## src/rtl/issue_pkg.sv

```systemverilog
// rtl/issue_pkg.sv - shared class codes, FSM states and bubble defaults for the issue controller
package issue_pkg;

    localparam logic [1:0] CLS_ALU = 2'd0;
    localparam logic [1:0] CLS_MEM = 2'd1;
    localparam logic [1:0] CLS_MUL = 2'd2;
    localparam logic [1:0] CLS_BR  = 2'd3;

    typedef enum logic {
        ST_PAIR   = 1'b0,
        ST_SECOND = 1'b1
    } state_e;

    localparam int DEF_LOAD_BUBBLES = 1;
    localparam int DEF_MUL_BUBBLES  = 2;

    // Loads and multiplies are the only multi-cycle producers; ALU/BR results forward.
    function automatic logic is_producer(input logic [1:0] cls, input logic gr_we);
        return (cls == CLS_MEM && gr_we) || (cls == CLS_MUL);
    endfunction

endpackage

```

## src/rtl/issue_scoreboard.sv

```systemverilog
// rtl/issue_scoreboard.sv - per-register bubble counters with two set ports and four hazard queries
module issue_scoreboard (
    input  logic       clk,
    input  logic       rst,
    input  logic       set1_en_i,
    input  logic [4:0] set1_addr_i,
    input  logic [1:0] set1_val_i,
    input  logic       set2_en_i,
    input  logic [4:0] set2_addr_i,
    input  logic [1:0] set2_val_i,
    input  logic [4:0] q0_addr_i,
    input  logic [4:0] q1_addr_i,
    input  logic [4:0] q2_addr_i,
    input  logic [4:0] q3_addr_i,
    output logic       q0_hz_o,
    output logic       q1_hz_o,
    output logic       q2_hz_o,
    output logic       q3_hz_o
);

    logic [1:0] cnt_q [32];
    logic [1:0] cnt_d [32];

    // A fresh producer overrides the decrement; lane 2 is younger so its set is applied last.
    always_comb begin
        for (int i = 0; i < 32; i++) begin
            cnt_d[i] = (cnt_q[i] != 2'd0) ? cnt_q[i] - 2'd1 : 2'd0;
            if (i != 0) begin
                if (set1_en_i && set1_addr_i == 5'(i)) cnt_d[i] = set1_val_i;
                if (set2_en_i && set2_addr_i == 5'(i)) cnt_d[i] = set2_val_i;
            end
        end
    end

    always_ff @(posedge clk or posedge rst) begin
        if (rst) begin
            for (int i = 0; i < 32; i++) cnt_q[i] <= 2'd0;
        end else begin
            for (int i = 0; i < 32; i++) cnt_q[i] <= cnt_d[i];
        end
    end

    assign q0_hz_o = (q0_addr_i != 5'd0) && (cnt_q[q0_addr_i] != 2'd0);
    assign q1_hz_o = (q1_addr_i != 5'd0) && (cnt_q[q1_addr_i] != 2'd0);
    assign q2_hz_o = (q2_addr_i != 5'd0) && (cnt_q[q2_addr_i] != 2'd0);
    assign q3_hz_o = (q3_addr_i != 5'd0) && (cnt_q[q3_addr_i] != 2'd0);

endmodule

```

## src/rtl/dual_issue_ctrl.sv

```systemverilog
// rtl/dual_issue_ctrl.sv - dual-issue decode controller: pair/split FSM and scoreboard-driven stalls
module dual_issue_ctrl
    import issue_pkg::*;
#(
    parameter int LOAD_BUBBLES = DEF_LOAD_BUBBLES,
    parameter int MUL_BUBBLES  = DEF_MUL_BUBBLES
) (
    input  logic       clk,
    input  logic       rst,
    input  logic       in1_valid,
    input  logic       in2_valid,
    input  logic [4:0] in1_src1,
    input  logic [4:0] in1_src2,
    input  logic [4:0] in2_src1,
    input  logic [4:0] in2_src2,
    input  logic [4:0] in1_dest,
    input  logic [4:0] in2_dest,
    input  logic       in1_gr_we,
    input  logic       in2_gr_we,
    input  logic [1:0] in1_class,
    input  logic [1:0] in2_class,
    input  logic       ex_flush,
    output logic       issue1_o,
    output logic       issue2_o,
    output logic       stall_o
);

    localparam logic [1:0] LOAD_CNT = 2'(LOAD_BUBBLES);
    localparam logic [1:0] MUL_CNT  = 2'(MUL_BUBBLES);

    state_e state_q, state_d;
    logic   hz_11, hz_12, hz_21, hz_22;
    logic   hz1, hz2, raw12, pairable;

    issue_scoreboard u_sb (
        .clk        (clk),
        .rst        (rst),
        .set1_en_i  (issue1_o && is_producer(in1_class, in1_gr_we)),
        .set1_addr_i(in1_dest),
        .set1_val_i ((in1_class == CLS_MUL) ? MUL_CNT : LOAD_CNT),
        .set2_en_i  (issue2_o && is_producer(in2_class, in2_gr_we)),
        .set2_addr_i(in2_dest),
        .set2_val_i ((in2_class == CLS_MUL) ? MUL_CNT : LOAD_CNT),
        .q0_addr_i  (in1_src1),
        .q1_addr_i  (in1_src2),
        .q2_addr_i  (in2_src1),
        .q3_addr_i  (in2_src2),
        .q0_hz_o    (hz_11),
        .q1_hz_o    (hz_12),
        .q2_hz_o    (hz_21),
        .q3_hz_o    (hz_22)
    );

    assign hz1   = hz_11 | hz_12;
    assign hz2   = hz_21 | hz_22;
    assign raw12 = in1_gr_we && (in1_dest != 5'd0) &&
                   ((in2_src1 == in1_dest) || (in2_src2 == in1_dest));

    assign pairable = !hz2 && !raw12 &&
                      !(in1_class == CLS_MEM && in2_class == CLS_MEM) &&
                      !(in1_class == CLS_MUL && in2_class == CLS_MUL) &&
                      (in1_class != CLS_BR);

    always_comb begin
        issue1_o = 1'b0;
        issue2_o = 1'b0;
        stall_o  = 1'b0;
        state_d  = state_q;
        if (ex_flush) begin
            state_d = ST_PAIR;
        end else begin
            case (state_q)
                ST_PAIR: begin
                    if (in1_valid) begin
                        if (hz1) begin
                            stall_o = 1'b1;
                        end else if (!in2_valid || pairable) begin
                            issue1_o = 1'b1;
                            issue2_o = in2_valid;
                        end else begin
                            issue1_o = 1'b1;
                            stall_o  = 1'b1;
                            state_d  = ST_SECOND;
                        end
                    end else begin
                        issue2_o = in2_valid & !hz2;
                        stall_o  = in2_valid & hz2;
                    end
                end
                ST_SECOND: begin
                    if (!hz2) begin
                        issue2_o = 1'b1;
                        state_d  = ST_PAIR;
                    end else begin
                        stall_o = 1'b1;
                    end
                end
                default: state_d = ST_PAIR;
            endcase
        end
    end

    always_ff @(posedge clk or posedge rst) begin
        if (rst) state_q <= ST_PAIR;
        else     state_q <= state_d;
    end

endmodule

```

## config.mk

```make
export PLATFORM = sky130hd
export DESIGN_NAME = dual_issue_ctrl
export DESIGN_NICKNAME = d
export VERILOG_FILES = /design/src/rtl/issue_pkg.sv /design/src/rtl/issue_scoreboard.sv /design/src/rtl/dual_issue_ctrl.sv
export SDC_FILE = /design/constraint.sdc
export NUM_CORES = 1
export LEC_CHECK = 0
export BUFFER_PORTS_ARGS = -buffer_cell sky130_fd_sc_hd__buf_4
export CORE_ASPECT_RATIO = 1.5
export CORE_MARGIN = 5
export CORE_UTILIZATION = 40
export CTS_CLUSTER_DIAMETER = 200
export DETAILED_ROUTE_END_ITERATION = 12
export GPL_ROUTABILITY_DRIVEN = 0
export PLACE_DENSITY = 0.55
export SYNTH_ARGS = -nofsm -noshare
export SYNTH_HDL_FRONTEND = slang
export SYNTH_HIERARCHICAL = 1
export SYNTH_SLANG_ARGS = --single-unit
```

## constraint.sdc

```tcl
create_clock -name clk -period 4.4 [get_ports clk]
set_clock_uncertainty 0.05 [all_clocks]
set_input_delay 0.88 -clock clk [delete_from_list [all_inputs] [get_ports clk]]
set_output_delay 0.88 -clock clk [all_outputs]
set_load 0.01 [all_outputs]
```

# == Word level (Yosys, flattened, before mapping) ==
# Cells that the tools add are included.
# classes
addsub,32
mul,0
div,0
n_lt_le_gt_ge,4
n_eq_ne,69
shifts,0
muxes,128
bitwise_logic,9
reduce_logical,128
# op_table
operator,count
two-way mux 2 bit,104
equality test 5 bit (second input constant),32
equality test 5 x 4 -> 1 bit (second input constant),16
logical AND 1 bit,78
nonzero test 2 bit,36
subtractor 2 x 1 -> 2 bit (second input constant),32
binary-select mux 2 bit (select 5 bit),4
equality test 5 x 3 -> 1 bit (second input constant),8
nonzero test 5 bit,5
>= comparator 6 bit (second input constant),4
NOT 5 -> 6 bit,4
equality test 5 x 2 -> 1 bit (second input constant),4
two-way mux 1 bit,17
equality test 5 x 1 -> 1 bit (second input constant),2
equality test 5 bit,2
case mux 1 bit (2 select lines),3
zero test 1 bit,5
equality test 2 x 1 -> 1 bit (second input constant),2
equality test 2 bit (second input constant),2
logical OR 1 bit,4
AND 1 bit,2
!= test 2 bit (second input constant),1
bitwise OR 1 bit,2
NOT 1 bit,1
# word_totals
regBits,65
latchBits,0
mem_bits_rw,0
rom_bits,0
inputBits,41
output_inout_bits,3
word_cells,403
memories,0

# == Depth between registers and ports, before layout ==
# Gate-level depths: netlist (run 1).
# depth
depth_word,21
mapped_depth,17
ltp_nobuf,15

# == Hierarchy ==
# The synthesis (run 1) kept the hierarchy.
# by_module_without_submodules
mod,n_inst,cells_per_inst,area_per_inst_um2,seq_area_each_um2
issue_scoreboard,1,639,4689.5,1551.5
dual_issue_ctrl,1,54,359.1,25.0

# == Least setup slack after synthesis (run 1) ==
# OpenSTA, ideal clock, no wires.
# synth_path
kind,in2reg
start,input port in2_src2[1]
end,register u_sb/cnt_q[48] (netlist name)
setup_ns,0.124
arrival_time_ns,3.791
required_ns,4.226
path_slack_ns,0.435
cell_stages,14
n_path_buf,2
path_cell_list,clkbuf_1 mux4_2 mux4_2 or2_1 clkbuf_1 a21oi_1 nand4_1 a32oi_2 and2b_1 nand2_1 nor3_1 nand2_1 nor2_1 a21oi_1
# synth_rtl
element,line_no,source
"start, declared",dual_issue_ctrl.sv:15,"input logic [4:0] in2_src2,"
"end, declared",issue_scoreboard.sv:21,logic [1:0] cnt_q [32];

# == Worst setup path in the final report (run 1) ==
# layout_path
start,input port in2_src2[2]
end,output port stall_o
# layout_via
elab_chain_cells,18
word_cells_on_any_way,25
classes_between,eq/ne: 1; mux: 9; bitwise: 3; reduce/logical: 12
# layout_rtl
element,line_no,source
NOT 5 -> 6 bit (implied by the code),issue_scoreboard.sv:46,assign q3_hz_o = (q3_addr_i != 5'd0) && (cnt_q[q3_addr_i] != 2'd0);
binary-select mux 2 bit (select 5 bit),issue_scoreboard.sv:46,
two-way mux 2 bit (implied by the code) (2 in series),issue_scoreboard.sv:46,
nonzero test 2 bit,issue_scoreboard.sv:46,
logical AND 1 bit (*),issue_scoreboard.sv:46,
named net hz_22,dual_issue_ctrl.sv:32,"logic hz_11, hz_12, hz_21, hz_22;"
bitwise OR 1 bit (*),dual_issue_ctrl.sv:55,assign hz2 = hz_21 | hz_22;
zero test 1 bit,-,
logical AND 1 bit (2 in series),dual_issue_ctrl.sv:59,assign pairable = !hz2 && !raw12 &&
logical AND 1 bit,dual_issue_ctrl.sv:60,!(in1_class == CLS_MEM && in2_class == CLS_MEM) &&
logical AND 1 bit,dual_issue_ctrl.sv:61,!(in1_class == CLS_MUL && in2_class == CLS_MUL) &&
logical OR 1 bit,dual_issue_ctrl.sv:77,end else if (!in2_valid || pairable) begin
two-way mux 1 bit,dual_issue_ctrl.sv:77,
two-way mux 1 bit,dual_issue_ctrl.sv:75,if (hz1) begin
two-way mux 1 bit,dual_issue_ctrl.sv:74,if (in1_valid) begin
case mux 1 bit (2 select lines) (*),dual_issue_ctrl.sv:72,case (state_q)
two-way mux 1 bit (*),dual_issue_ctrl.sv:69,if (ex_flush) begin
"end, declared",dual_issue_ctrl.sv:25,output logic stall_o
# The timed path passes the listed nets; every way through them passes the cells marked *. The select of a mux whose other input is x is not followed.

==> impl_metrics.csv, run 1 <==
group,metric,value,unit
outcome,run_status,"completed",
worst_setup_path,reg2reg_to,"u_sb/cnt_q[11]",
sta,min_period,4230,ps
global_route,grt_overflow,0,
final_layout,nets,773,
placement,io_buffers,43,
worst_setup_path,cp-end-kind,"output pin",
global_route,grt_pass1_vias,5101,
die,dieArea,15000,µm²
worst_setup_path,r2r-start,"u_sb/cnt_q[1]",
power_and_ir_drop,vdd_drop_max,0.176,mV
worst_setup_path,r2r_setup_slack,500,ps
synth,seq_area_frac_synth,0.312,
worst_setup_path,critPathMaxStageDelay,510,ps
die,fp.dieW,102,µm
die,design.core.area,12400,µm²
drt,ant_nets,0,
sta,fmax,237,MHz
worst_setup_path,critPathSlowestCell,"mux4_2",
die,num_rows,50,
drt,wl,18.2,mm
clock_tree,cts_setup_buffers,0,
placement,dpl.hpwl,13.2,mm
global_route,grt_pass1_wl,28.1,mm
clock_tree,clock_path_buffers,2,
global_route,grt_start_max_net_pins,49,
clock_tree,cts.clk_slew.worst_paths,60,ps
power_and_ir_drop,power.density,267,nW/µm²
synth,avgSynthCellArea,7.29,µm²
drt,drt_first_pass_iters,5,
worst_setup_path,worstSetupPathType,"primary input to output pin",
synth,ys_warn_count,6,
worst_setup_path,crit_end,"stall_o",
die,initial_core_util,0.406,
clock_tree,ctsHoldBuffers,0,
sta,tightest_slew,1100,ps
final_layout,drive_gt1_frac,0.132,
sta,fin_setup_tns,0,ps
flow_run,cap_violations,0,
drt,vias,5400,
global_route,gr-usage-all-layers,0.246,
drt,via_per_inst,6.05,
sta,rsz0062_at_grt,"false",
synth,ys_types,52,
worst_setup_path,r2r_cells,14,
clock_tree,htree_num_levels,3,
global_route,antenna_found_initial,0,
synth,synth_edf_count,0,
sta,max-slew-margin-rel,0.267,
worst_hold_path,hold_path.class,"primary input to asynchronous set/reset pin",
synth,synth_seq_cells,63,
synth,synthFlopType,"dfrtp_1",
worst_setup_path,crit_path_max_fanout,21,
drt,wl_per_cell,20.4,µm
synth,postSynth.asyncResetShare,1.00,
synth,synthCells,693,
drt,drt_iter0_markers,417,
clock_tree,cts-root-buf,"clkbuf_16",
worst_setup_path,crit_arrival,3300,ps
synth,synth_fp_nets,734,
worst_setup_path,crit_chain,"buf_4, nor3_1, a21oi_1, mux4_2, mux4_2, or2_4, a21oi_1, nand2_1, a211oi_2, nor2_1, buf_4",
power_and_ir_drop,power.leakage,0.00240,µW
clock_tree,tritoncts,"yes",
final_layout,diodes,0,
sta,finalHoldViolCount,0,
die,die_h,148,µm
worst_setup_path,critical_path_required,3470,ps
die,pin_count,44,
final_layout,post-route-util,0.471,
final_layout,fillers,1262,
drt,drc,0,
worst_setup_path,start_kind,"primary input",
synth,syn_area,5050,µm²
clock_tree,clk_latency,340,ps
sta,fin_crit_sh,0.960,
sta,setup_viol,0,
final_layout,syn2layout_area_growth,16.2,%
sta,slew_viol_final,0,
clock_tree,clock-sinks,63,
worst_setup_path,setup.worst_path.start,"in2_src2[2]",
clock_tree,cts_buffers,9,
logic make-up after synthesis:
logic type	synth area share
compound gates	0.236
xor+xnor	0.0173
buf+inv	0.0377
flops	0.312
mux	0.0662
simple gates	0.330
power breakdown:
part	internal (µW)	total [µW]	leakage, µW	switching (µW)
Clock	466	744	0.000145	278
Combinational	85.0	239	0.00138	154
Sequential	582	584	0.000880	2.48
Total	1130	1570	0.00240	435
how the worst min path moves through the flow:
stage	startpoint	to	slack (ps)	cells after the start
floorplan	u_sb/cnt_q[60]	u_sb/cnt_q[60]	500	2
global placement	u_sb/cnt_q[60]	u_sb/cnt_q[60]	530	2
detailed placement	u_sb/cnt_q[60]	u_sb/cnt_q[60]	530	2
CTS	rst	state_q	330	2
global route	rst	state_q	340	2
finish	rst	state_q	340	2
per-stage QoR:
| step | cells | hold WS, ps | area, µm² | worst slack (ps) | total power, µW |
|---|---|---|---|---|---|
| 2_1_floorplan | 693 | 496 | 5050 | 435 | 726 |
| 3_3_place_gp | 877 | 528 | 5560 | 86.8 | 830 |
| 3_5_place_dp | 877 | 530 | 5560 | 71.3 | 830 |
| 4_1_cts | 892 | 332 | 5860 | 139 | 1570 |
| 5_1_grt | 892 | 343 | 5870 | 64.1 | 1610 |
| 6_report | 892 | 336 | 5870 | 175 | 1570 |
registers in the layout, indices dropped and copies added (netlist names):
register,cells
u_sb/cnt_q,62
state_q,1
layer usage:
layer	share of wire	vias to the layer above	global-route usage
li1	-	2591	-
met1	0.39	2531	0.300
met2	0.50	227	0.413
met3	0.063	51	0.0378
met4	0.045	0	0.128
met5	0	-	0
critical path: cells and delay by family:
kind,cells,cell delay [ps]
compound gates,3,430
buf+inv,2,340
mux,2,990
simple gates,4,650
layout by cell type (no fill, tap or decap), drive strengths merged, types with 2 or more instances in the layout:
master and instances:
inv 11, nor4 6, a32oi 2, nand2b 14, a311oi 3, nor2 146, o22ai 3, nor2b 7
nor3 44, mux4 12, nor3b 29, mux2 2, a21o 2, dfrtp 63, nand4b 3, buf 62
a2111oi 9, o21ai 20, clkbuf 12, a31oi 13, nand3b 3, xnor2 10, nand2 73, or2 2
and2 2, mux2i 3, nand4bb 2, nand4 4, nand3 5, or4 2, a21oi 134, a211oi 19
and3 2
what timing repair did:
| item | 4_1_cts | 5_1_grt |
|---|---|---|
| endpoints found under the setup margin | 0 | 1 |
| endpoints found under the hold margin | 0 | 0 |
| gates resized for setup | 0 | 2 |
cell usage after synthesis, types with 4 or more instances:
library cell    n  area, µm²
nor2b_1         7       43.8
dfrtp_1        63       1580
a2111oi_0       9       78.8
buf_2           4       20.0
nand2b_1       14       87.6
nor4_1          6       37.5
o21ai_0        20        100
nand4_1         4       25.0
nor3b_1        29        218
a21oi_1       134        671
xnor2_1        10       87.6
a31oi_1        13       81.3
clkbuf_1       23       86.3
mux4_2          9        203
nor2_1        145        544
nand3_1         5       25.0
a211oi_1       19        143
nor3_1         43        215
nand2_1        73        274
inv_1          10       37.5
final cells by class:
| cell class | count | area (µm²) | share of cell area |
|---|---|---|---|
| clock buffers | 12 | 256 | 0.0437 |
| clock inverters | 3 | 42.5 | 0.00725 |
| inverters | 11 | 41.3 | 0.00704 |
| multi-input cells | 585 | 3290 | 0.561 |
| flip-flops and latches | 63 | 1580 | 0.269 |
| well taps | 156 | 195 | 0.0333 |
| repair buffers | 62 | 465 | 0.0793 |
Power figures use the tool's default switching activity.
==> inputs of run 2 (changes only) <==
--- a/config.mk
+++ b/config.mk
@@ -6,13 +6,12 @@
 export NUM_CORES = 1
 export LEC_CHECK = 0
 export BUFFER_PORTS_ARGS = -buffer_cell sky130_fd_sc_hd__buf_4
-export CORE_ASPECT_RATIO = 1.5
 export CORE_MARGIN = 5
 export CORE_UTILIZATION = 40
 export CTS_CLUSTER_DIAMETER = 200
 export DETAILED_ROUTE_END_ITERATION = 12
 export GPL_ROUTABILITY_DRIVEN = 0
-export PLACE_DENSITY = 0.55
+export PLACE_DENSITY = 0.57
 export SYNTH_ARGS = -nofsm -noshare
 export SYNTH_HDL_FRONTEND = slang
 export SYNTH_HIERARCHICAL = 1
==> constraint.sdc (replaced) <==
create_clock -name clk -period 3.4 [get_ports clk]
set_clock_uncertainty 0.05 [all_clocks]
set_input_delay 0.68 -clock clk [delete_from_list [all_inputs] [get_ports clk]]
set_output_delay 0.68 -clock clk [all_outputs]
set_load 0.01 [all_outputs]
==> run 2 against run 1 <==
The run now ends with negative setup slack left. Hold slack lost 200 ps. Count of clock-buffer cells in the layout is the same. Global-route usage grew 2.2 points. Non-clock buffer count grew 107. Sequential share of layout area decreased by 5.8 points. Utilization is 13 points higher. Clock power is 32% higher. Die area fell by 0.31%. Critical path depth unchanged. Largest cell class unchanged.
==> impl_metrics.csv, run 2 (synthesis gave the netlist of run 1 again) <==
group,metric,value,unit
worst_setup_path,cp-end-kind,"output pin",
drt,drt_first_pass_iters,6,
placement,io_buffers,43,
clock_tree,cts_buffers,9,
die,initial_core_util,0.403,
final_layout,mostFrequentLayoutCells,"151 x buf_4, 122 x a21oi_1, 81 x nor2_1",
clock_tree,cts-root-buf,"clkbuf_16",
final_layout,top_register,"u_sb/cnt_q",
worst_setup_path,critPathSlowestCell,"or4_4",
power_and_ir_drop,vdd_drop_max,0.178,mV
final_layout,syn2layout_area_growth,48.2,%
drt,via_per_inst,5.85,
drt,wl_per_cell,19.5,µm
worst_setup_path,critical_path_required,2670,ps
final_layout,final_common_cell,"buf_4",
clock_tree,cts.clk_slew.worst_paths,60,ps
die,dieArea,15000,µm²
sta,rsz0062_at_grt,"true",
power_and_ir_drop,p_int,1560,µW
sta,slew_viol_final,0,
final_layout,reg.largest.list,"u_sb/cnt_q (62), state_q (1)",
clock_tree,clock-sinks,63,
drt,ant_nets,0,
sta,fin_setup_tns,-4130,ps
global_route,antenna_found_initial,0,
final_layout,fillers,1143,
final_layout,nets,880,
global_route,grt_pass1_vias,5569,
power_and_ir_drop,clkPwrFrac,0.453,
worst_setup_path,crit_arrival,2930,ps
flow_run,cap_violations,0,
die,die_h,122,µm
power_and_ir_drop,power_frac_seq,0.348,
sta,min_period,3660,ps
worst_setup_path,r2r_cells,20,
sta,finalHoldViolCount,0,
sta,fmax,273,MHz
drt,drt_iter0_markers,538,
power_and_ir_drop,p_comb_frac,0.198,
worst_hold_path,hold_path.class,"primary input to asynchronous set/reset pin",
worst_setup_path,crit_path_max_fanout,6,
outcome,run_status,"finished, violations left",
placement,dpl_cell_area,6340,µm²
drt,vias,5942,
die,fp.dieW,122,µm
placement,dpl.cell_count,972,
die,pin_count,44,
outcome,violations,"negative setup slack",
power_and_ir_drop,power.density,290,nW/µm²
final_layout,stdcell_area,7480,µm²
final_layout,diodes,0,
sta,setup_viol,54,
power_and_ir_drop,power.leakage,0.00316,µW
drt,wl,19.8,mm
worst_setup_path,worstSetupPathType,"primary input to output pin",
final_layout,drive_gt1_frac,0.410,
sta,tightest_slew,954,ps
worst_setup_path,crit_chain,"buf_6, nor3_4, a211oi_2, or4_4, a221oi_2, a21oi_2, or3_4, buf_4, a211oi_2, nor2_1, buf_4",
sta,fin_ws,-257,ps
final_layout,post-route-util,0.598,
final_layout,largest_reg_flops,62,
clock_tree,clk_latency,340,ps
placement,dp_slack,-506,ps
clock_tree,htree_num_levels,3,
drt,drc,0,
clock_tree,tritoncts,"yes",
die,design.core.area,12500,µm²
placement,dpl.hpwl,14.1,mm
worst_setup_path,critPathMaxStageDelay,520,ps
clock_tree,clock_path_buffers,2,
power_and_ir_drop,switchingPower,612,µW
clock_tree,ctsHoldBuffers,0,
final_layout,stdcell_count,1016,
sta,fin_crit_sh,1.08,
die,num_rows,41,
global_route,grt_overflow,0,
sta,max-slew-margin-rel,0.362,
worst_setup_path,start_kind,"primary input",
power_and_ir_drop,swShare,0.282,
global_route,gr-usage-all-layers,0.268,
global_route,grt_start_max_net_pins,39,
global_route,grt_pass1_wl,30.4,mm
[run 2: cell types whose count changed in the layout (fill, tap and decap cells not counted), sizes merged]
cell | previous run | this run
buf | 62 | 169
clkinvlp | 1 | 3
clkinv | 1 | 0
[run 2: final cells by class]
| class | count | area, µm² | area share |
|---|---|---|---|
| inverter | 11 | 46.3 | 0.00619 |
| tap | 172 | 215 | 0.0288 |
| sequential | 63 | 1580 | 0.211 |
| clock inverter | 4 | 52.6 | 0.00702 |
| multi-input combinational | 585 | 3980 | 0.532 |
| clock buffer | 12 | 267 | 0.0356 |
| timing repair buffer | 169 | 1350 | 0.180 |
[run 2: routing by layer]
layer,vias up,GRT usage,routed length (µm)
li1,2802,-,-
met1,2811,0.353,8330
met2,267,0.419,9080
met3,62,0.0475,1460
met4,0,0.145,947
met5,-,0,0
[run 2: stage by stage]
stage / total power, µW / hold WS [ps]
after global routing: 2250 / 138
after global placement: 1120 / 493
after CTS: 2150 / 128
after floorplan: 950 / 359
after detailed placement: 1120 / 491
final: 2170 / 138
[run 2: worst paths after layout]
kind | start | slack (ps) | end
max reg2reg | u_sb/cnt_q[4] | -130 | state_q
max in group asynchronous | rst | 2290 | u_sb/cnt_q[45]
min in group clk | ex_flush | 510 | state_q
min reg2reg | u_sb/cnt_q[60] | 550 | u_sb/cnt_q[60]
min | rst | 140 | state_q
max | in1_src1[2] | -260 | stall_o
[run 2: timing repair]
action / 4_1_cts / 5_1_grt
resized for setup: 45 / 128
pin swaps: 26 / 46
hold endpoints to repair: 0 / 0
setup buffers: 20 / 8
setup endpoints to repair: 65 / 66
[run 2: power groups by stage]
stage | registers [µW] | logic, µW | clock network [µW]
after floorplan | 768 | 182 | 0
after global routing | 755 | 456 | 1040
final | 756 | 430 | 983
after global placement | 768 | 350 | 0
after detailed placement | 769 | 354 | 0
after CTS | 755 | 395 | 1000
[run 2: critical path: cells and delay by family]
kind	cells	cell delay (ps)
simple gates	4	1180
compound gates	4	620
buf+inv	3	410
